### src/rtl/uart_loopback_ctrl.sv
// Hardware echo engine between the UART receive and transmit buffers.
// Optional CR -> CR,LF expansion is enabled by defining UART_LOOPBACK_CRLF_EN.
module uart_loopback_ctrl #(
  parameter int UPCASE = 0,
  parameter int CNT_W  = 16
) (
  input  logic             clk,
  input  logic             reset,
  input  logic             enable,
  input  logic [7:0]       rx_data_in,
  input  logic             rx_data_present,
  output logic             read_rx_data_ack,
  output logic [7:0]       tx_data_out,
  output logic             write_tx_data,
  input  logic             tx_buffer_full,
  output logic             busy,
  output logic [CNT_W-1:0] rx_count,
  output logic [CNT_W-1:0] tx_count
);

`ifdef UART_LOOPBACK_CRLF_EN
  typedef enum logic [2:0] {
    IDLE    = 3'd0,
    ACK     = 3'd1,
    SETTLE  = 3'd2,
    SEND    = 3'd3,
    DONE    = 3'd4,
    LF_SEND = 3'd5,
    DONE2   = 3'd6
  } state_t;
`else
  typedef enum logic [2:0] {
    IDLE   = 3'd0,
    ACK    = 3'd1,
    SETTLE = 3'd2,
    SEND   = 3'd3,
    DONE   = 3'd4
  } state_t;
`endif

  state_t           state_q, state_d;
  logic [7:0]       hold_q, hold_d;
  logic             ack_q, ack_d;
  logic             write_q, write_d;
  logic [7:0]       tx_data_q, tx_data_d;
  logic             busy_q, busy_d;
  logic [CNT_W-1:0] rx_count_q, rx_count_d;
  logic [CNT_W-1:0] tx_count_q, tx_count_d;

  function automatic logic [7:0] conv_byte(input logic [7:0] b);
    if ((UPCASE != 0) && (b >= 8'h61) && (b <= 8'h7A)) begin
      return b - 8'h20;
    end else begin
      return b;
    end
  endfunction

  // Next-state and registered-output computation.
  always_comb begin
    state_d    = state_q;
    hold_d     = hold_q;
    ack_d      = 1'b0;
    write_d    = 1'b0;
    tx_data_d  = tx_data_q;
    rx_count_d = rx_count_q;
    tx_count_d = tx_count_q;
    case (state_q)
      IDLE: begin
        if (enable && rx_data_present && !tx_buffer_full) begin
          hold_d     = conv_byte(rx_data_in);
          ack_d      = 1'b1;
          rx_count_d = rx_count_q + CNT_W'(1);
          state_d    = ACK;
        end else begin
          state_d = IDLE;
        end
      end
      ACK: state_d = SETTLE;
      // The write pulse is issued on the edge entering SEND when tx has room,
      // otherwise SEND re-tries on every edge until it does.
      SETTLE, SEND: begin
        if ((state_q == SEND) && write_q) begin
          state_d = DONE;
        end else if (!tx_buffer_full) begin
          write_d    = 1'b1;
          tx_data_d  = hold_q;
          tx_count_d = tx_count_q + CNT_W'(1);
          state_d    = SEND;
        end else begin
          state_d = SEND;
        end
      end
`ifdef UART_LOOPBACK_CRLF_EN
      DONE: begin
        if (hold_q == 8'h0D) begin
          state_d = LF_SEND;
          if (!tx_buffer_full) begin
            write_d    = 1'b1;
            tx_data_d  = 8'h0A;
            tx_count_d = tx_count_q + CNT_W'(1);
          end else begin
            write_d = 1'b0;
          end
        end else begin
          state_d = IDLE;
        end
      end
      LF_SEND: begin
        if (write_q) begin
          state_d = DONE2;
        end else if (!tx_buffer_full) begin
          write_d    = 1'b1;
          tx_data_d  = 8'h0A;
          tx_count_d = tx_count_q + CNT_W'(1);
        end else begin
          state_d = LF_SEND;
        end
      end
      DONE2: state_d = IDLE;
`else
      DONE: state_d = IDLE;
`endif
      default: state_d = IDLE;
    endcase
    busy_d = (state_d != IDLE);
  end

  // State and output registers with synchronous reset.
  always_ff @(posedge clk) begin
    if (reset) begin
      state_q    <= IDLE;
      hold_q     <= 8'h00;
      ack_q      <= 1'b0;
      write_q    <= 1'b0;
      tx_data_q  <= 8'h00;
      busy_q     <= 1'b0;
      rx_count_q <= '0;
      tx_count_q <= '0;
    end else begin
      state_q    <= state_d;
      hold_q     <= hold_d;
      ack_q      <= ack_d;
      write_q    <= write_d;
      tx_data_q  <= tx_data_d;
      busy_q     <= busy_d;
      rx_count_q <= rx_count_d;
      tx_count_q <= tx_count_d;
    end
  end

  assign read_rx_data_ack = ack_q;
  assign write_tx_data    = write_q;
  assign tx_data_out      = tx_data_q;
  assign busy             = busy_q;
  assign rx_count         = rx_count_q;
  assign tx_count         = tx_count_q;

endmodule

### config.mk
export PLATFORM = sky130hd
export DESIGN_NAME = uart_loopback_ctrl
export DESIGN_NICKNAME = d
export VERILOG_FILES = /design/src/rtl/uart_loopback_ctrl.sv
export SDC_FILE = /design/constraint.sdc
export NUM_CORES = 1
export LEC_CHECK = 0
export BUFFER_PORTS_ARGS = -buffer_cell sky130_fd_sc_hd__buf_4
export CAP_MARGIN = 20
export CORE_ASPECT_RATIO = 0.75
export CORE_UTILIZATION = 25
export CTS_BUF_LIST = sky130_fd_sc_hd__clkbuf_2
export DETAILED_ROUTE_END_ITERATION = 10
export PLACE_DENSITY_LB_ADDON = 0.25
export SLEW_MARGIN = 10
export SYNTH_ARGS = -nofsm -noshare
export SYNTH_HDL_FRONTEND = slang
export SYNTH_SLANG_ARGS = --single-unit
### constraint.sdc
create_clock -name clk -period 2.9 [get_ports clk]
set_input_delay 0.29 -clock clk [delete_from_list [all_inputs] [get_ports clk]]
set_output_delay 0.29 -clock clk [all_outputs]
set_load 0.01 [all_outputs]
==> results.txt <==
The flow ran to the end, and the final reports show no timing, DRC or antenna violations. The share of the cycle needed by the critical path after routing came out at 72.8%. The transition time at the pin with the least slew margin came out at 689 ps. IR analysis of the VDD net gives a maximum drop of 283 uV. After synthesis, the share of flip-flops with an asynchronous set or reset is 0%. The setup skew after layout is 35.7 ps.

Dividing the detail-routed via count by the number of cells gives 4.65. The maximum number of pins on one net before global-route repair came out at 55. The total negative setup slack is 0 ps.

In the final routed layout, each cell accounts on average for 12.5 um. The number of antenna violations at the first check in global routing came to 0. The register bit count reported by yosys is 54. The upper clock frequency limit is 474 MHz. For this design the static power due to leakage is 1.01 nW. Counting I/O delays and the setup requirement, the final critical path takes 2110 ps. The synthesized area came out at 2220 um2. The aggregate global-route resource usage is 11.5%. The number of library cell types mapped by synthesis is 35. In this run the horizontal extent of the chip is 111 um. The floorplan has 29 rows. Setup repair after global routing left no endpoint under its margin.

The worst register-to-register path begins at state_q[1]. The power density of the placed cells came out at 434 nW/um2. The starting utilization of the core area is 26.0%. Summed over all nets, the half-perimeter wirelength after detailed placement is 3650 um. The clock latency reported for the late side of the worst-skew pair came out at 450 ps. The total congestion overflow came out at 0.

The count of buffers from port buffering came out at 55. The most common cell after layout, fill and taps aside is buf_4. The fraction of layout instances using a drive strength above 1 came out at 23.0%. The area added between synthesis and finish came out at 26.5%. The setup path with the least slack is of type flip-flop to flip-flop. The DRC marker count from the first detailed-route iteration is 99. Routability-driven placement finished with a final weighted congestion of 0.720. The first detailed-routing pass ran for 4 iterations. The element type at the critical path end is a flip-flop. The first-pass GRT wire length came out at 8670 um.

The number of synthesis warnings came out at 0. The library cells used most frequently in the layout, excluding fill and tap cells, are buf_4, dfxtp_1, nand2_1. At the worst endpoint, the required time is 3320 ps. The post-cts gate resize count came out at 0.

In this run the most critical hold path is launched from tx_buffer_full. The top-level I/O count came out at 56. After detailed routing, the number of remaining DRC violations is 0. Setup violations remaining at the end of the flow were counted as 0. The number of fill cells in the layout is 880. The number of hold buffers added after CTS was 0. The number of setup buffers added after CTS came out at 0. The synthesized net count came out at 266. The utilization after layout is 32.9%.

The worst hold path was traced through 2 stages. Overall power consumption after layout is estimated at 1.22 mW. Data on the critical path arrives at its endpoint at 2530 ps.

The clock transition at the registers of the reported paths is 290 ps. The count of clock tree sinks came out at 54. Among all flip-flop cells after synthesis, the most frequent one is dfxtp_1. The final antenna-violating net count came out at 0. The number of placed instances with taps included came out at 405. The per-instance average area after synthesis is 8.84 um2. TritonCTS built the clock tree. The number of H-tree levels is 2.

The repair_antennas step left the layout with diodes totalling 0. The clock tree root buffer cell is clkbuf_2. Once layout is complete, the cells apart from fillers number 413. The net count of the finished layout came out at 319. The vertical die dimension is 83.6 um. The area of the core came out at 8530 um2. Headroom to the max-slew limit came out at 53.8%. Counting cells, the worst reg-to-reg path comes to 4.

The share of the yosys chip area belonging to registers came out at 48.7%. The max-slew violation count is 0. The count of flip-flops with a built-in enable after synthesis came out at 0. The end point of the most critical hold path is write_tx_data.

For this block, the via count after detailed routing is 1921. The clock passes through at most 2 buffers. The sum of routed wire length over all layers came out at 5160 um.

The via count of the first global-routing pass is 1804. The die covers 9260 um2. The worst hold path belongs to the class input port to flip-flop.

The total count of hold-check failures in the final report came out at 0. The number of clock buffers inserted by TritonCTS is 5. The post-synthesis cell count is 251. The endpoint identified for the worst register-to-register timing path is tx_count[15].

The kind of start point of the critical path is a flip-flop. The max-capacitance violation count is 0. The highest net fanout along the worst path came out at 10. The setup check on the worst reg-to-reg path leaves a slack of 790 ps.
[where the power goes]
group          internal, mW  leakage [nW]  switching (mW)
Clock                 0.149        0.0392           0.242
Combinational        0.0287         0.539          0.0368
Sequential            0.755         0.436         0.00851
[worst max-delay path by stage]
| stage | from | to | slack, ps | cells after the start |
|---|---|---|---|---|
| detailed placement | tx_buffer_full | tx_count[15] | 810 | 5 |
| finish | state_q[1] | tx_count[15] | 790 | 4 |
| CTS | state_q[1] | tx_count[15] | 780 | 4 |
| global route | state_q[1] | tx_count[15] | 650 | 4 |
| global placement | tx_buffer_full | tx_count[15] | 860 | 5 |
| floorplan | rx_count[2] | rx_count[15] | 940 | 5 |
[cell families after synthesis]
logic type / synth area share [%]
AND/OR/NAND/NOR: 27.9
adder cells (fa/ha/maj): 1.13
XOR/XNOR: 5.53
multiplexers: 4.06
buffers and inverters: 2.31
AO/OA/AOI/OAI: 10.4
flip-flops: 48.7
[Yosys cell counts (2+ instances only)]
cell type / n / area [um2]
and2_1: 2 / 12.5
or4_1: 4 / 30.0
a21oi_1: 27 / 135
buf_1: 2 / 7.51
mux2i_1: 9 / 90.1
nand4_1: 7 / 43.8
nor4_1: 3 / 18.8
and4_1: 4 / 35.0
o31ai_1: 3 / 22.5
inv_1: 3 / 11.3
dfxtp_1: 54 / 1080
nor3_1: 5 / 25.0
nand3_1: 9 / 45.0
xor2_1: 5 / 43.8
ha_1: 2 / 25.0
nor2_1: 25 / 93.8
or3_1: 13 / 81.3
nand2_1: 30 / 113
buf_2: 2 / 10.0
and4bb_2: 2 / 25.0
xnor2_1: 9 / 78.8
o21ai_0: 13 / 65.1
clkbuf_1: 6 / 22.5
[layer usage]
metal	track usage, %	vias to the layer above	part of all wire, %
met2	17.6	43	43
li1	-	1006	-
met3	3.99	5	6.0
met4	3.27	0	0.81
met1	15.3	867	50
met5	0	-	0
[stage by stage]
stage                     hold WS [ps]  cell area [um2]  worst slack (ps)
after floorplan                    368             2220               939
after global placement             442             2740               860
after detailed placement           448             2740               813
after CTS                         19.1             2810               781
after global routing              18.1             2810               649
final                             50.0             2810               790
[registers in the layout, summed over array words and instances (netlist names)]
register / count
busy: 1
hold_q: 8
read_rx_data_ack: 1
rx_count: 16
state_q: 3
tx_count: 16
tx_data_out: 8
write_tx_data: 1
[cell type report]
cell class | instances | area, um2 | area share, %
Inverter | 3 | 11.3 | 0.401
Clock inverter | 2 | 37.5 | 1.34
Clock buffer | 6 | 30.0 | 1.07
Multi-Input combinational cell | 184 | 1090 | 38.9
Tap cell | 108 | 135 | 4.81
Timing Repair Buffer | 56 | 420 | 15.0
Sequential cell | 54 | 1080 | 38.5
[worst max-delay path, stage by stage, from the launching register on]
cell      delay, ps
dfxtp_1         500
nand2b_1        180
or4b_1          690
or4_1           540
a21oi_1         150
Note: power is estimated with default switching activity, not from simulation.
